### src/rtl/if_stage_if.sv
// ----------------------------------------------------------------------------
// if_stage_if : instruction-memory fetch handshake between the IF stage and
//               the instruction memory.
//
//   imem_addr   fetch address, driven by the IF stage (master)
//   imem_rdata  instruction word for imem_addr, driven by memory (slave)
//   imem_ready  imem_rdata is valid this cycle, driven by memory (slave)
// ----------------------------------------------------------------------------
interface if_stage_if;
  logic [31:0] imem_addr;
  logic [31:0] imem_rdata;
  logic        imem_ready;

  modport master (
    output imem_addr,
    input  imem_rdata,
    input  imem_ready
  );

  modport slave (
    input  imem_addr,
    output imem_rdata,
    output imem_ready
  );
endinterface : if_stage_if

### src/rtl/if_stage.sv
// ----------------------------------------------------------------------------
// if_stage : instruction-fetch stage of a 5-stage MIPS pipeline.
//   Holds the PC, selects the next PC (sequential / branch / jump / stall),
//   fetches through the imem handshake and loads the IF/ID pipeline register.
//
// Ports
//   clk           pipeline clock, all state updates on the rising edge
//   reset         synchronous, active-high reset
//   PCWrite       1 = PC may update, 0 = hold PC (load-use stall)
//   IFIDWrite     1 = IF/ID may update, 0 = hold IF/ID
//   IFFlush       squash the instruction entering IF/ID this cycle
//   PCSrc         taken branch resolved in ID
//   BranchTarget  branch target address
//   Jump          jump resolved in ID (wins over PCSrc)
//   JumpTarget    jump target address
//   imem          fetch handshake (imem_addr out, imem_rdata/imem_ready in)
//   PC            current PC register
//   IFID_PC4      registered PC+4 of the instruction in ID
//   IFID_Instr    registered instruction in ID
//   IFID_Valid    1 = IFID_Instr is a real instruction, 0 = bubble
// ----------------------------------------------------------------------------
module if_stage #(
  parameter logic [31:0] RESET_PC  = 32'h0000_0000,
  parameter logic [31:0] NOP_INSTR = 32'h0000_0000   // sll $0,$0,0
) (
  input  logic                clk,
  input  logic                reset,
  input  logic                PCWrite,
  input  logic                IFIDWrite,
  input  logic                IFFlush,
  input  logic                PCSrc,
  input  logic [31:0]         BranchTarget,
  input  logic                Jump,
  input  logic [31:0]         JumpTarget,
  if_stage_if.master          imem,
  output logic [31:0]         PC,
  output logic [31:0]         IFID_PC4,
  output logic [31:0]         IFID_Instr,
  output logic                IFID_Valid
);

  logic [31:0] r_pc;
  logic [31:0] r_ifid_pc4;
  logic [31:0] r_ifid_instr;
  logic        r_ifid_valid;

  logic        w_redirect;
  logic [31:0] w_target;
  logic [31:0] w_pc_plus4;
  logic        w_squash;

  assign w_redirect = Jump | PCSrc;
  assign w_target   = Jump ? JumpTarget : BranchTarget;
  // 32-bit add wraps naturally: 32'hFFFF_FFFC + 4 = 0.
  assign w_pc_plus4 = r_pc + 32'd4;

  // A redirect only counts when the PC actually takes it; a stalled branch is
  // re-presented by ID after the stall, so its sequential fetch is not killed.
  // A word that is not ready is also turned into a bubble.
  assign w_squash = IFFlush | (PCWrite & w_redirect) | ~imem.imem_ready;

  assign imem.imem_addr = r_pc;
  assign PC             = r_pc;
  assign IFID_PC4       = r_ifid_pc4;
  assign IFID_Instr     = r_ifid_instr;
  assign IFID_Valid     = r_ifid_valid;

  // PC register.
  // NOTE: sequential state uses non-blocking (<=) so every register samples
  // pre-edge values; blocking here would create order-dependent races.
  always_ff @(posedge clk) begin
    if (reset) begin
      r_pc <= RESET_PC;
    end else if (PCWrite) begin
      if (w_redirect) begin
        r_pc <= w_target;          // abandoned fetch is dropped
      end else if (imem.imem_ready) begin
        r_pc <= w_pc_plus4;
      end
    end
  end

  // IF/ID pipeline register. Holding (IFIDWrite=0) takes precedence over flush.
  always_ff @(posedge clk) begin
    if (reset) begin
      r_ifid_pc4   <= 32'd0;
      r_ifid_instr <= NOP_INSTR;
      r_ifid_valid <= 1'b0;
    end else if (IFIDWrite) begin
      r_ifid_pc4 <= w_pc_plus4;
      if (w_squash) begin
        r_ifid_instr <= NOP_INSTR;
        r_ifid_valid <= 1'b0;
      end else begin
        r_ifid_instr <= imem.imem_rdata;
        r_ifid_valid <= 1'b1;
      end
    end
  end

endmodule : if_stage

### src/flat_wrapper.sv
// flat-port wrapper written by rule: the top's interface ports become plain ports
module if_stage_flat 
#(
  parameter logic [31:0] RESET_PC  = 32'h0000_0000,
  parameter logic [31:0] NOP_INSTR = 32'h0000_0000                 
)
  (clk, reset, PCWrite, IFIDWrite, IFFlush, PCSrc, BranchTarget, Jump, JumpTarget, PC, IFID_PC4, IFID_Instr, IFID_Valid, imem_imem_addr, imem_imem_rdata, imem_imem_ready);
  if_stage_if imem_i ();
  input  logic clk;
  input  logic reset;
  input  logic PCWrite;
  input  logic IFIDWrite;
  input  logic IFFlush;
  input  logic PCSrc;
  input  logic [31:0] BranchTarget;
  input  logic Jump;
  input  logic [31:0] JumpTarget;
  output logic [31:0] PC;
  output logic [31:0] IFID_PC4;
  output logic [31:0] IFID_Instr;
  output logic IFID_Valid;
  output wire logic [$bits(imem_i.imem_addr)-1:0] imem_imem_addr;
  input wire logic [$bits(imem_i.imem_rdata)-1:0] imem_imem_rdata;
  input wire logic [$bits(imem_i.imem_ready)-1:0] imem_imem_ready;
  assign imem_imem_addr = imem_i.imem_addr;
  assign imem_i.imem_rdata = imem_imem_rdata;
  assign imem_i.imem_ready = imem_imem_ready;
  if_stage #(.RESET_PC(RESET_PC), .NOP_INSTR(NOP_INSTR)) u_core (.clk(clk), .reset(reset), .PCWrite(PCWrite), .IFIDWrite(IFIDWrite), .IFFlush(IFFlush), .PCSrc(PCSrc), .BranchTarget(BranchTarget), .Jump(Jump), .JumpTarget(JumpTarget), .imem(imem_i), .PC(PC), .IFID_PC4(IFID_PC4), .IFID_Instr(IFID_Instr), .IFID_Valid(IFID_Valid));
endmodule
### config.mk
export PLATFORM = sky130hd
export DESIGN_NAME = if_stage_flat
export DESIGN_NICKNAME = d
export VERILOG_FILES = /design/src/rtl/if_stage_if.sv /design/src/rtl/if_stage.sv /design/src/flat_wrapper.sv
export SDC_FILE = /design/constraint.sdc
export NUM_CORES = 1
export LEC_CHECK = 0
export ABC_AREA = 1
export CORE_MARGIN = 2
export CORE_UTILIZATION = 37
export CTS_BUF_LIST = sky130_fd_sc_hd__clkbuf_8
export DETAILED_ROUTE_END_ITERATION = 8
export MAX_ROUTING_LAYER = met4
export PLACE_DENSITY = 0.71
export SYNTH_ARGS = -nofsm -noshare
export SYNTH_HDL_FRONTEND = slang
export SYNTH_SLANG_ARGS = --single-unit
### constraint.sdc
create_clock -name clk -period 1.95 [get_ports clk]
set_clock_uncertainty 0.05 [all_clocks]
set_input_delay 0.195 -clock clk [delete_from_list [all_inputs] [get_ports clk]]
set_output_delay 0.195 -clock clk [all_outputs]
set_load 0.1 [all_outputs]
### Yosys cells after proc, flatten, opt, wreduce, memory -nomap -nowiden

Cells that the tools add are included.

* output and inout port bits: 129
* flip-flop bits (word level): 97
* word-level logic and storage cells: 17

* bitwise operators: 5
* mux-type cells: 5
* add/subtract/negate cells: 1
* reductions and logical operators: 2

Operator list (count)
* 32-bit two-way mux: 4
* 32-bit by 3-bit adder with 32-bit output, second input constant: 1
* 1-bit OR: 3
* 2-bit AND reduction: 1
* 2-bit nonzero test: 1
* 1-bit AND: 1
* 1-bit two-way mux: 1
* 1-bit NOT: 1

### Longest topological paths before layout

Gate-level depths: netlist of run 1.

* depth in word-level cells: 5
* gate-level depth with buffers: 10
* gate-level depth less buffers: 10

### Worst setup path before layout of run 1

No wires, ideal clock.

* kind: flip-flop to flip-flop
* start point: register u_core.r_pc[2] (netlist: u_core.PC[2])
* end point: register u_core.r_ifid_pc4[28] (netlist: u_core.IFID_PC4[28])
* library setup time: 113 ps
* clock period less this slack: 2367 ps
* arrival time: 2204 ps
* data required time: 1787 ps
* path buffers: 0
* cell stages (with the launch flop): 11
* slack: -417 ps
* cell sequence: dfxtp_1 > ha_1 > nand2_2 > nor2_4 > nand2_4 > nor2_4 > nand2_1 > nand2_1 > nand2_1 > o21ai_1 > inv_1

* word-level cells in the longest chain between the ends: 1

Ends and longest elaborated chain
* start: declaration: line if_stage.sv:42 `logic [31:0] r_pc;`
* start signal: assignment: line if_stage.sv:76 `r_pc <= w_target;`
* start signal: assignment: line if_stage.sv:78 `r_pc <= w_pc_plus4;`
* 32-bit by 3-bit adder with 32-bit output: line if_stage.sv:55 `assign w_pc_plus4 = r_pc + 32'd4;`
* end signal: assignment: line if_stage.sv:90 `r_ifid_pc4 <= w_pc_plus4;`
* end: declaration: line if_stage.sv:43 `logic [31:0] r_ifid_pc4;`

Every way passes these cells.
A chain may end at the register's enable or synchronous reset.

### Worst setup path after layout of run 1

* start point: register u_core.r_pc[2] (netlist: u_core.PC[2])
* end point: register u_core.r_pc[16] (netlist: u_core.PC[16])

* word-level cells in the longest chain between the ends: 3

Ends and longest elaborated chain
* 32-bit by 3-bit adder with 32-bit output: line if_stage.sv:55
* 32-bit two-way mux: line if_stage.sv:77 `end else if (imem.imem_ready) begin`
* 32-bit two-way mux: line if_stage.sv:75 `if (w_redirect) begin`

Every way passes these cells. The select of a mux whose other input is x is not followed.

==> impl_metrics.toml, run 1 <==
[run_status]
status = "completed"

[floorplan]
boundaryPins = 233
start_util = 0.381
die_w_um = 121
core_um2 = 13300
rows = 42
dieArea_um2 = 14600
die_y_um = 121

[synth]
post-synth-top-area-cell = "dfxtp_1"
synth_flop_cell = "dfxtp_1"
synth.area.top_cells = "dfxtp_1 (38%), nand2_1 (11%), nor2_1 (8.1%)"
synthesis.nets = 832
yosysSeqAreaShare = 0.383
synth.top_cell.area_share = 0.383
ys_warn_count = 0
synth_edf_count = 0
yosysUniqueCellTypes = 30
yosys_register_bits = 97
synth_area_um2 = 5070
synth.most_common_cell = "nand2_1"
netlist_instances = 727
async_flop_share = 0
synth_area_per_cell_um2 = 6.97
ys_top_cells_by_count = "nand2_1 (147), nor2_1 (109), dfxtp_1 (97)"

[pwr]
switchingPower_uw = 2410
p_seq_frac = 0.391
power.static_leakage_uw = 0.00325
ir_drop_mv = 0.446
combinationalPowerShare = 0.378
clkPwrFrac = 0.231
p_int_uw = 3280
switching_share = 0.424
p_per_area_nw_per_um2 = 779

[clock_tree]
postCtsSetupRepairBufs = 0
cts_tree = "yes"
cts_htree_levels = 3
clk_latency_ps = 380
postCtsHoldBufs = 0
root_buffer = "clkbuf_8"
cts_buffers = 9
path_clk_slew_ps = 100
cts.path.max_buffers = 2
cts.sinks = 97
cts_resized = 0

[layout]
fillers = 1335
final_cell_area_um2 = 7300
nets = 1020
syn_to_final_growth_pct = 44.2
insertedDiodeCount = 0
layout-drive-gt1-share = 0.235

[sta]
fin_setup_tns_ps = 0
maxSlewHeadroom = 0.666
layout_setup_ws_ps = 240
fmaxAchievable_mhz = 585
final.period_utilization = 0.877
worst_pin_slew_ps = 501
slew_violations = 0
fin_crit_ps = 1710
rsz0062_at_grt = "no"
setup_viol = 0
finalHoldViolCount = 0

[detailed_routing]
drc = 0
dr_total_vias = 5310
drt_iter0_drc = 305
drtPass1Iterations = 4
avgViaCountPerCell = 4.84
wl_per_cell_um = 15.0
detail-route-antenna-nets = 0
wl_um = 16400

[worst_setup_path]
regToRegSetupSlack_ps = 240
start_kind = "register"
critPathTopFamily = "simple AND/OR/NAND/NOR gates"
cp.arrival_ps = 1970
end_kind = "register"
path_class = "reg2reg"
required_ps = 2200
path_max_fanout = 7
cpMostUsedCell = "nand2_2"
crit_chain = "ha_1 > nand2_2 > nor2_4 > nand2_2 > nor2_2 > xor2_1 > nand2_1 > a21oi_1"
critPathMaxStageDelay_ps = 390
critical_path_buf_inv_count = 0
worst_path_max_delay_cell = "dfxtp_4"

[placement]
dp.final_hpwl_um = 12200
numPortBuffers = 232
pre_cts_ws_ps = 239
place_area_um2 = 7110
place_congestion = 0.849

[grt]
grt_max_degree = 49
grt_pass1_vias = 5019
antenna_found_initial = 0
grt_pass1_wl_um = 26000
grt_usage = 0.232
overflow = 0

[run]
cap_violations = 0

[min_path]
min_path_type = "in2reg"
## power by group through the flow
stage	Clock [uW]	Combinational, uW	Sequential, uW
floorplan	0	858	3010
global placement	0	2150	2270
detailed placement	0	2150	2270
CTS	1370	2160	2230
global route	1430	2250	2250
finish	1310	2150	2220
## registers in the layout (all words and copies together) (netlist names)
| register | flops |
|---|---|
| u_core.PC | 32 |
| u_core.IFID_PC4 | 32 |
| u_core.IFID_Instr | 32 |
| u_core.IFID_Valid | 1 |
## logic make-up after synthesis
kind of cell	Yosys count	synth area share
flip-flops	97	0.383
AND/OR/NAND/NOR	324	0.277
XOR/XNOR	15	0.0289
AO/OA/AOI/OAI	162	0.184
adder cells (fa/ha/maj)	1	0.00247
buffers and inverters	128	0.124
## cells in the final DEF, fill, tap and decap left out, drive strengths merged
master,Yosys,routed
nand3b,7,7
nand3,40,40
a22o,21,21
a22oi,8,8
xnor2,4,4
clkinv,0,2
a31oi,10,10
a41oi,1,1
ha,1,1
dfxtp,97,97
buf,51,151
and2,2,2
clkbuf,25,10
xor2,11,11
o21ai,65,65
inv,52,55
bufinv,0,1
clkdlybuf4s50,0,102
nand2,152,152
nor3,1,1
a21o,1,1
a21oi,56,56
nor2,122,122
## metrics by stage
stage	std cells	utilization	hold WS, ps	total power (uW)
after global routing	1096	0.549	333	5920
after detailed placement	1080	0.535	406	4430
final	1096	0.549	305	5690
after floorplan	727	-	305	3860
after CTS	1096	0.549	275	5760
after global placement	1080	0.535	404	4420
## cell type report
class	count	area, um^2	area share
Inverter	52	195	0.0267
Clock buffer	10	138	0.0188
Clock inverter	6	51.3	0.00702
Multi-Input combinational cell	502	2500	0.343
Tap cell	176	220	0.0302
Sequential cell	97	1980	0.271
Timing Repair Buffer	253	2210	0.303
## tightest hold or removal path: stages
cell and delay [ps]:
buf_2 110, buf_4 220, nor2_1 60, o21ai_0 60, inv_1 40
## final timing paths
| check | startpoint | end | cells past startpoint |
|---|---|---|---|
| setup / recovery | u_core.PC[2] | u_core.PC[16] | 8 |
| hold / removal | reset | u_core.IFID_PC4[5] | 5 |
| setup reg to reg | u_core.PC[2] | u_core.PC[16] | 8 |
| hold reg to reg | u_core.IFID_Instr[12] | u_core.IFID_Instr[12] | 2 |
## metal layers
layer,share of wire,global-route usage,vias up
li1,-,-,2714
met1,0.45,0.293,2370
met2,0.45,0.376,207
met3,0.077,0.0395,19
met4,0.016,0.0785,0
met5,0,-,-
No activity file was read; power rests on OpenSTA's default activity.
==> inputs of run 2 (changes only) <==
--- a/config.mk
+++ b/config.mk
@@ -7,11 +7,11 @@
 export LEC_CHECK = 0
 export ABC_AREA = 1
 export CORE_MARGIN = 2
-export CORE_UTILIZATION = 37
+export CORE_UTILIZATION = 43
 export CTS_BUF_LIST = sky130_fd_sc_hd__clkbuf_8
 export DETAILED_ROUTE_END_ITERATION = 8
 export MAX_ROUTING_LAYER = met4
-export PLACE_DENSITY = 0.71
+export PLACE_DENSITY = 0.81
 export SYNTH_ARGS = -nofsm -noshare
 export SYNTH_HDL_FRONTEND = slang
 export SYNTH_SLANG_ARGS = --single-unit
==> run 2 against run 1 <==
  * Core utilization up 7.7 points
  * Count of clock-buffer cells in the layout grew 1
  * Sequential power barely moved
  * Register-to-register slack about the same
  * Via count increased by 0.49%
  * Clock power is 8% lower
  * Routed wire length shrank 4.3%
  * Final area shrank 1.6%
  * Critical endpoint unchanged
  * Global-route usage is 2.0 points higher
  * Non-clock buffer count is 5 lower
==> impl_metrics.toml, run 2 (synthesized netlist as in run 1, its figures left out) <==
[sta]
final.period_utilization = 0.881
slew_violations = 0
setup_viol = 0
fin_setup_tns_ps = 0
fmaxAchievable_mhz = 582
fin_crit_ps = 1720
worst_pin_slew_ps = 688
finalHoldViolCount = 0
rsz0062_at_grt = "no"
maxSlewHeadroom = 0.541

[detailed_routing]
dr_total_vias = 5336
drt_iter0_drc = 397
detail-route-antenna-nets = 0
wl_um = 15700
drtPass1Iterations = 7
wl_per_cell_um = 14.9
drc = 0
avgViaCountPerCell = 5.04

[clock_tree]
cts_tree = "yes"
cts_buffers = 9
cts.sinks = 97
root_buffer = "clkbuf_8"
path_clk_slew_ps = 90
cts_resized = 0
cts_htree_levels = 3
clk_latency_ps = 360
postCtsSetupRepairBufs = 0
postCtsHoldBufs = 0
cts.path.max_buffers = 2

[placement]
place_inst = 1042
place_congestion = 0.947
dp.final_hpwl_um = 11600
numPortBuffers = 232

[grt]
overflow = 0
grt_usage = 0.252
antenna_found_initial = 0
grt_pass1_wl_um = 25200
grt_pass1_vias = 4933
grt_max_degree = 64

[layout]
final_cell_mix = "nand2_1 (147), buf_4 (142), nor2_1 (108)"
syn_to_final_growth_pct = 41.8
instances_no_fill = 1058
fillers = 1082
multi_input_area_um2 = 2500
layout-drive-gt1-share = 0.231
final_common_cell = "nand2_1"
seq_area_um2 = 1980
final_core_util = 0.627
insertedDiodeCount = 0
nets = 1015

[floorplan]
core_um2 = 11500
boundaryPins = 233
die_y_um = 113
dieArea_um2 = 12700
die_w_um = 113
start_util = 0.442
rows = 39

[worst_setup_path]
crit_start = "u_core.PC[2]"
rr_worst_depth = 8
path_max_fanout = 7
path_class = "reg2reg"
r2r_start = "u_core.PC[2]"
required_ps = 2190
cp.arrival_ps = 1960
start_kind = "register"
end_kind = "register"

[run]
cap_violations = 0

[pwr]
p_per_area_nw_per_um2 = 774
ir_drop_mv = 0.422
finalPower_uw = 5560
power.static_leakage_uw = 0.00321

[run_status]
status = "completed"

[min_path]
hold_path_depth = 4
min_path_type = "in2reg"
hold_path.startpoint = "reset"
[run 2: critical path: stages (launching register included)]
cell and delay (ps):
dfxtp_4 400, ha_1 210, nand2_2 80, nor2_4 150
nand2_2 100, nor2_2 230, xor2_1 230, nand2_1 80
a21oi_1 120
[run 2: worst paths after layout]
check | to | slack [ps]
worst max register to register | u_core.PC[16] | 230
worst min-delay path | u_core.IFID_PC4[30] | 290
worst max-delay path | u_core.PC[16] | 230
worst min register to register | u_core.IFID_Instr[1] | 420
[run 2: metal layers]
| metal | track usage | wire, um | share of wire |
|---|---|---|---|
| met5 | - | 0 | 0 |
| met4 | 0.0959 | 424 | 0.027 |
| met3 | 0.0410 | 1150 | 0.073 |
| met2 | 0.403 | 7290 | 0.46 |
| met1 | 0.321 | 6860 | 0.44 |
[run 2: power breakdown]
| part | switching, uW | leakage (uW) | internal [uW] |
|---|---|---|---|
| Combinational | 1570 | 0.00231 | 553 |
| Sequential | 128 | 0.000806 | 2100 |
| Clock | 690 | 0.0000991 | 520 |
[run 2: layout make-up]
| class | instances | area share |
|---|---|---|
| clock buffers | 11 | 0.0211 |
| clock inverters | 5 | 0.00331 |
| inverters | 52 | 0.0272 |
| multi-input cells | 502 | 0.349 |
| flip-flops and latches | 97 | 0.275 |
| well taps | 143 | 0.0249 |
| repair buffers | 248 | 0.299 |
[run 2: per-stage QoR]
| step | hold slack (ps) | worst slack (ps) | area [um^2] |
|---|---|---|---|
| 6_report | 287 | 232 | 7190 |
| 4_1_cts | 279 | 220 | 7190 |
| 3_5_place_dp | 407 | 44.2 | 7010 |
| 2_1_floorplan | 305 | 4.24 | 5100 |
| 3_3_place_gp | 403 | 113 | 7010 |
| 5_1_grt | 328 | 74.1 | 7190 |
==> inputs of run 3 (changes only) <==
--- a/config.mk
+++ b/config.mk
@@ -15,3 +15,4 @@
 export SYNTH_ARGS = -nofsm -noshare
 export SYNTH_HDL_FRONTEND = slang
 export SYNTH_SLANG_ARGS = --single-unit
+export TNS_END_PERCENT = 100
==> results of run 3 <==
No change in the layout: final DEF, timing and power equal those of run 2.
